[src/rtl/gpu_pkg.sv]
// Shared GPU core encodings: core pipeline states and per-thread LSU states.
package gpu_pkg;

   typedef enum logic [2:0] {
      CORE_IDLE    = 3'b000,
      CORE_FETCH   = 3'b001,
      CORE_DECODE  = 3'b010,
      CORE_REQUEST = 3'b011,
      CORE_WAIT    = 3'b100,
      CORE_EXECUTE = 3'b101,
      CORE_UPDATE  = 3'b110,
      CORE_DONE    = 3'b111
   } core_state_t;

   typedef enum logic [1:0] {
      LSU_IDLE       = 2'd0,
      LSU_REQUESTING = 2'd1,
      LSU_WAITING    = 2'd2,
      LSU_DONE       = 2'd3
   } lsu_state_t;

   localparam int NUM_STATS = 3;

endpackage

[src/rtl/sat_counter.sv]
// Saturating up-counter: holds at all-ones instead of wrapping; clear has priority.
module sat_counter #(
   parameter int WIDTH = 16
) (
   input  logic             clk,
   input  logic             clear,
   input  logic             inc,
   output logic [WIDTH-1:0] count
);

   logic [WIDTH-1:0] count_reg;

   always_ff @(posedge clk) begin
      if (clear)
         count_reg <= '0;
      else if (inc && (count_reg != '1))
         count_reg <= count_reg + WIDTH'(1);
   end

   assign count = count_reg;

endmodule

[src/rtl/thread_lsu.sv]
// Per-thread load/store unit bridging decoded LDR/STR to one memory-controller port.
// Optional statistics counters are built when LSU_STATS_EN is defined.
module thread_lsu
   import gpu_pkg::*;
#(
   parameter int ADDR_BITS = 8,
   parameter int DATA_BITS = 16,
   parameter int STAT_BITS = 16
) (
   input  logic                 clk,
   input  logic                 reset,
   input  logic                 enable,
   input  logic [2:0]           core_state,
   input  logic                 decoded_mem_read,
   input  logic                 decoded_mem_write,
   input  logic [DATA_BITS-1:0] rs,
   input  logic [DATA_BITS-1:0] rt,
   output logic                 mem_read_valid,
   output logic [ADDR_BITS-1:0] mem_read_address,
   input  logic                 mem_read_ready,
   input  logic [DATA_BITS-1:0] mem_read_data,
   output logic                 mem_write_valid,
   output logic [ADDR_BITS-1:0] mem_write_address,
   output logic [DATA_BITS-1:0] mem_write_data,
   input  logic                 mem_write_ready,
   output logic [1:0]           lsu_state,
   output logic [DATA_BITS-1:0] lsu_out,
   output logic [STAT_BITS-1:0] stat_loads,
   output logic [STAT_BITS-1:0] stat_stores,
   output logic [STAT_BITS-1:0] stat_wait_cycles
);

   lsu_state_t           state_reg, state_next;
   logic                 is_read_reg, is_read_next;
   logic                 read_valid_reg, read_valid_next;
   logic [ADDR_BITS-1:0] read_addr_reg, read_addr_next;
   logic                 write_valid_reg, write_valid_next;
   logic [ADDR_BITS-1:0] write_addr_reg, write_addr_next;
   logic [DATA_BITS-1:0] write_data_reg, write_data_next;
   logic [DATA_BITS-1:0] out_reg, out_next;

   // Upper address-operand bits are intentionally discarded.
   logic unused_rs_bits;
   assign unused_rs_bits = ^rs[DATA_BITS-1:ADDR_BITS];

   always_ff @(posedge clk) begin
      if (reset) begin
         state_reg       <= LSU_IDLE;
         is_read_reg     <= 1'b0;
         read_valid_reg  <= 1'b0;
         read_addr_reg   <= '0;
         write_valid_reg <= 1'b0;
         write_addr_reg  <= '0;
         write_data_reg  <= '0;
         out_reg         <= '0;
      end else begin
         state_reg       <= state_next;
         is_read_reg     <= is_read_next;
         read_valid_reg  <= read_valid_next;
         read_addr_reg   <= read_addr_next;
         write_valid_reg <= write_valid_next;
         write_addr_reg  <= write_addr_next;
         write_data_reg  <= write_data_next;
         out_reg         <= out_next;
      end
   end

   always_comb begin
      state_next       = state_reg;
      is_read_next     = is_read_reg;
      read_valid_next  = read_valid_reg;
      read_addr_next   = read_addr_reg;
      write_valid_next = write_valid_reg;
      write_addr_next  = write_addr_reg;
      write_data_next  = write_data_reg;
      out_next         = out_reg;
      if (enable) begin
         case (state_reg)
            LSU_IDLE: begin
               // Operation is latched here; a simultaneous read and write resolves to read.
               if ((core_state == CORE_REQUEST) && (decoded_mem_read || decoded_mem_write)) begin
                  is_read_next = decoded_mem_read;
                  state_next   = LSU_REQUESTING;
               end
            end
            LSU_REQUESTING: begin
               if (is_read_reg) begin
                  read_valid_next = 1'b1;
                  read_addr_next  = rs[ADDR_BITS-1:0];
               end else begin
                  write_valid_next = 1'b1;
                  write_addr_next  = rs[ADDR_BITS-1:0];
                  write_data_next  = rt;
               end
               state_next = LSU_WAITING;
            end
            LSU_WAITING: begin
               if (is_read_reg) begin
                  if (mem_read_ready) begin
                     out_next        = mem_read_data;
                     read_valid_next = 1'b0;
                     state_next      = LSU_DONE;
                  end
               end else if (mem_write_ready) begin
                  write_valid_next = 1'b0;
                  state_next       = LSU_DONE;
               end
            end
            LSU_DONE: begin
               if (core_state == CORE_UPDATE)
                  state_next = LSU_IDLE;
            end
            default: state_next = LSU_IDLE;
         endcase
      end
   end

   assign mem_read_valid    = read_valid_reg;
   assign mem_read_address  = read_addr_reg;
   assign mem_write_valid   = write_valid_reg;
   assign mem_write_address = write_addr_reg;
   assign mem_write_data    = write_data_reg;
   assign lsu_state         = state_reg;
   assign lsu_out           = out_reg;

`ifdef LSU_STATS_EN
   logic [NUM_STATS-1:0] stat_inc;
   logic [STAT_BITS-1:0] stat_count [NUM_STATS];
   logic                 waiting;

   assign waiting     = enable && (state_reg == LSU_WAITING);
   assign stat_inc[0] = waiting && is_read_reg && mem_read_ready;
   assign stat_inc[1] = waiting && !is_read_reg && mem_write_ready;
   assign stat_inc[2] = waiting;

   genvar gi;
   generate
      for (gi = 0; gi < NUM_STATS; gi++) begin : g_stat
         sat_counter #(.WIDTH(STAT_BITS)) u_cnt (
            .clk   (clk),
            .clear (reset),
            .inc   (stat_inc[gi]),
            .count (stat_count[gi])
         );
      end
   endgenerate

   assign stat_loads       = stat_count[0];
   assign stat_stores      = stat_count[1];
   assign stat_wait_cycles = stat_count[2];
`else
   assign stat_loads       = '0;
   assign stat_stores      = '0;
   assign stat_wait_cycles = '0;
`endif

endmodule

[config.mk]
export PLATFORM = sky130hd
export DESIGN_NAME = thread_lsu
export DESIGN_NICKNAME = d
export VERILOG_FILES = /design/src/rtl/gpu_pkg.sv /design/src/rtl/sat_counter.sv /design/src/rtl/thread_lsu.sv
export SDC_FILE = /design/constraint.sdc
export NUM_CORES = 1
export LEC_CHECK = 0
export BUFFER_PORTS_ARGS = -buffer_cell sky130_fd_sc_hd__buf_2
export CORE_UTILIZATION = 38
export CTS_CLUSTER_SIZE = 24
export DETAILED_ROUTE_END_ITERATION = 7
export GPL_TIMING_DRIVEN = 0
export PLACE_DENSITY = 0.76
export SYNTH_ARGS = -nofsm -noshare
export SYNTH_HDL_FRONTEND = slang
export SYNTH_HIERARCHICAL = 1
export SYNTH_SLANG_ARGS = --single-unit
[constraint.sdc]
create_clock -name clk -period 1.6 [get_ports clk]
set_clock_uncertainty 0.15 [all_clocks]
set_input_delay 0.08 -clock clk [delete_from_list [all_inputs] [get_ports clk]]
set_output_delay 0.08 -clock clk [all_outputs]
set_load 0.1 [all_outputs]
# Word-level counts from Yosys, hierarchy flattened
# Cells that the tools add are included.
totals:
  ff_bits: 53
  in_bits: 58
  elab_cells: 49
  out_inout_bits: 100
op_classes:
  n_eq_ne: 15
  muxes: 14
  reduce_logical: 11
  bitwise_logic: 1
op_table:
  columns: ["cell", "n"]
  rows:
  - ["2-bit inequality test, second input constant", 8]
  - ["5-bit AND reduction", 3]
  - ["2-bit 2-to-1 mux", 5]
  - ["3-bit AND reduction", 3]
  - ["2-bit one-hot mux with 4 select lines", 1]
  - ["1-bit 2-to-1 mux", 6]
  - ["3-bit inequality test, second input constant", 2]
  - ["2-bit equality test, second input constant", 2]
  - ["1-bit one-hot mux with 2 select lines", 2]
  - ["4-bit AND reduction", 1]
  - ["3-bit by 2-bit equality test with 1-bit output, second input constant", 1]
  - ["3-bit equality test, second input constant", 1]
  - ["2-bit by 1-bit equality test with 1-bit output, second input constant", 1]
  - ["2-bit logical NOT", 1]
  - ["2-bit nonzero test", 1]
  - ["1-bit logical AND", 1]
  - ["1-bit logical OR", 1]
  - ["1-bit inverter", 1]

# Longest topological paths before layout
logic_depth:
  depth_word: 4
  depth_mapped: 7
  ltp_nobuf: 6

# Worst setup path before layout
# Ideal clock, no wire load.
synth_timing:
  kind: "flip-flop to flip-flop"
  from: "register state_reg[0] (netlist: lsu_state[0])"
  to: "register out_reg[10] (netlist: lsu_out[10])"
  t_required_ns: 1.380
  path_buffers: 1
  arrival_time_ns: 2.165
  synth_period_minus_slack_ns: 2.386
  setup_slack_ns: -0.786
  setup_ns: 0.070
  stages_incl_launch_ff: 7
  cell_sequence: "dfxtp_1 > inv_1 > ha_1 > nand4_1 > clkbuf_1 > nand2_1 > a21oi_1"
synth_via:
  elab_chain_len: 2
synth_rtl:
  columns: ["item", "line_no", "source"]
  rows:
  - ["start: declaration", "thread_lsu.sv:33", "lsu_state_t state_reg, state_next;"]
  - ["start signal: assignment", "thread_lsu.sv:57", "state_reg <= state_next;"]
  - ["2-bit equality test", "thread_lsu.sv:78", "case (state_reg)"]
  - ["4-bit AND reduction (no source line)", null, null]
  - ["end signal: assignment", "thread_lsu.sv:64", "out_reg <= out_next;"]
  - ["end: declaration", "thread_lsu.sv:40", "logic [DATA_BITS-1:0] out_reg, out_next;"]
# No other way between the ends.
# A chain may end at the register's enable or synchronous reset.

# Worst setup path after layout
layout_timing:
  from: "register state_reg[1] (netlist: lsu_state[1])"
  to: "register write_data_reg[12] (netlist: mem_write_data[12])"
layout_via:
  elab_chain_len: 2
layout_rtl:
  columns: ["item", "line_no", "source"]
  rows:
  - ["2-bit by 1-bit equality test with 1-bit output", "thread_lsu.sv:78", null]
  - ["3-bit AND reduction (no source line)", null, null]
  - ["end signal: assignment", "thread_lsu.sv:63", "write_data_reg <= write_data_next;"]
  - ["end: declaration", "thread_lsu.sv:39", "logic [DATA_BITS-1:0] write_data_reg, write_data_next;"]
# No other way between the ends.

==> results.yml <==
run_status:
  status: "complete, no violations"
drt:
  vias: 2512
  wl_per_cell_um: 11.8
  via_per_inst: 4.37
  drcViolationCount: 0
  antenna_left: 0
  drtIter0Drc: 73
  finalWirelength_um: 6760
  firstDrtPassIters: 5
worst_setup_path:
  cp_slowest_stage_delay_ns: 0.39
  path_class: "register to register"
  crit_chain: "inv_2, ha_2, nand2_1, buf_4, nand2_1, a21oi_1"
  path_delay_family: "flip-flops"
  arrival_ns: 1.59
  r2r-start: "lsu_state[1]$_SDFFE_PP0P_"
  cp.required_ns: 1.67
  crit_slowest_cell: "dfxtp_4"
  cp-start-kind: "register"
  crit_buf_inv: 2
  crit_fanout: 10
  crit_path_start: "lsu_state[1]$_SDFFE_PP0P_"
  crit_top_cell: "nand2_1"
  end_kind: "register"
finish:
  fillers: 544
  finalNonFillerCells: 575
  nets: 562
  fin_util_pct: 63.0
  layout-area-overhead-vs-synth_pct: 56.3
  drive_gt1_share_pct: 37.2
  n_antenna_cell: 0
floorplan:
  rows: 28
  die_width_um: 81.9
  core_area_mm2: 0.00603
  initial_utilization_pct: 40.3
  pin_count: 158
  dieArea_mm2: 0.00671
  die_y_um: 81.9
timing:
  rsz0062_at_grt: "true"
  worst_pin_slew_ns: 0.657
  setup_viol: 0
  hold_viol_final: 0
  min_period_ns: 1.52
  fmax_mhz: 660
  slew_headroom_pct: 56.2
  final.period_utilization_pct: 94.8
  slew_violations: 0
synth:
  synth_cell_types: 28
  netlist_instances: 300
  synth_edf_count: 0
  async_flop_share_pct: 0
  yosysSeqAreaShare_pct: 43.7
  syn-mean-instance-area_um2: 8.09
  synth_flop_cell: "dfxtp_1"
  synth_seq_cells: 53
  synth_warnings: 6
  netlist_area_mm2: 0.00243
global_route:
  antenna_found_initial: 0
  globalRouteOverflowTotal: 0
  grt_pass1_wl_um: 10100
  grt_use_total_pct: 20.1
  grt_max_degree: 16
  first_global_vias: 2274
flow_run:
  max_cap_viol_count: 0
pwr:
  worst_ir_drop_vdd_mv: 0.634
  power_density_mw_per_mm2: 860
  p_leak_uw: 0.00182
clock_tree:
  clk_pin_slew_ns: 0.09
  worstSkewPairLatency_ns: 0.30
  htreeDepth: 2
  cts.path.max_buffers: 2
  cts_buffers: 5
  clock-root-buffer: "clkbuf_8"
  clkSinkCount: 53
  cts_tree: "yes"
placed_design:
  dp.final_hpwl_um: 4410
  gp_congestion: 0.750
  io_buffers: 100
  dp_cells: 522
min_path:
  min_path_type: "input pin to register"
  min_from: "reset"
-- kinds of logic (layout without fill, tap and decap cells) --
family                   count (synthesis)  after routing  share of synthesized area (%)
AO/OA/AOI/OAI                           56             56                           13.4
adder cells (fa/ha/maj)                  5              5                           2.58
buffers and inverters                   65            218                           19.0
flip-flops                              53             53                           43.7
multiplexers                             4              4                           1.70
other                                    1             48                          0.154
AND/OR/NAND/NOR                        116            116                           19.4
-- placed cells by master, fill, tap and decap left out, drive strengths merged, types with 2 or more instances in the layout --
cell type,count
buf,158
nand2,102
dfxtp,53
a21oi,51
conb,48
dlygate4sd3,42
clkbuf,15
ha,5
nand2b,3
mux2i,3
inv,3
nand3,2
o21bai,2
nor3,2
nor2,2
o21ai,2
-- synth_stat cells (all sizes together), types with 2 or more instances --
cell	n	area share, %
a21oi	51	12
buf	56	18
clkbuf	6	0.93
dfxtp	53	44
ha	5	2.6
inv	3	0.46
mux2i	3	1.2
nand2	102	16
nand2b	3	0.77
nand3	2	0.41
nor2	2	0.62
nor3	2	0.41
o21ai	2	0.41
o21bai	2	0.62
-- cell type report --
class	count	area, um2	share of cell area (%)
tap	75	93.8	2.47
buffer	62	465	12.3
clock buffer	8	111	2.94
multi-input combinational	229	1100	28.9
timing repair buffer	145	943	24.9
inverter	3	13.8	0.363
sequential	53	1070	28.2
-- metal layers --
layer	up-vias	global-route usage (%)	wire length, um	share of wire (%)
met1	1129	20.0	2630	39
met3	21	4.56	457	6.8
met4	0	10.0	212	3.1
met5	-	0	0	0
li1	1258	-	-	-
met2	104	38.5	3460	51
-- path summary, 6_finish.rpt --
path | end | cells past startpoint | slack (ns)
worst min-delay path | lsu_out[14]$_SDFFE_PP0P_ | 2 | 0.05
worst max-delay path | mem_write_data[12]$_SDFFE_PP0P_ | 6 | 0.08
worst max register to register | mem_write_data[12]$_SDFFE_PP0P_ | 6 | 0.08
worst min register to register | mem_read_address[7]$_SDFFE_PP0P_ | 2 | 0.31
-- where the power goes --
group / total, uW / leakage, uW / internal (uW) / switching [uW]
Sequential: 1350 / 0.000430 / 1340 / 15.7
Combinational: 1030 / 0.00133 / 247 / 784
Clock: 877 / 0.0000566 / 448 / 429
-- what timing repair did --
item / CTS / global route
setup buffers: 0 / 3
hold endpoints to repair: 50 / 0
resized for setup: 0 / 4
endpoints found under the setup margin: 0 / 30
hold buffers: 42 / 0
-- through the flow --
| step | instance area, um2 | setup TNS, ns | setup slack, ns | total power, uW | hold WS (ns) |
|---|---|---|---|---|---|
| after floorplan | 2640 | 0 | 0.00223 | 2210 | 0.0660 |
| after global placement | 3230 | 0 | 0.0770 | 2320 | 0.171 |
| after detailed placement | 3230 | 0 | 0.0392 | 2320 | 0.177 |
| after CTS | 3760 | 0 | 0.0157 | 3270 | 0.0504 |
| after global routing | 3790 | -0.253 | -0.0470 | 3390 | 0.0612 |
| final | 3790 | 0 | 0.0839 | 3260 | 0.0479 |
(Power assumes the default switching activity.)
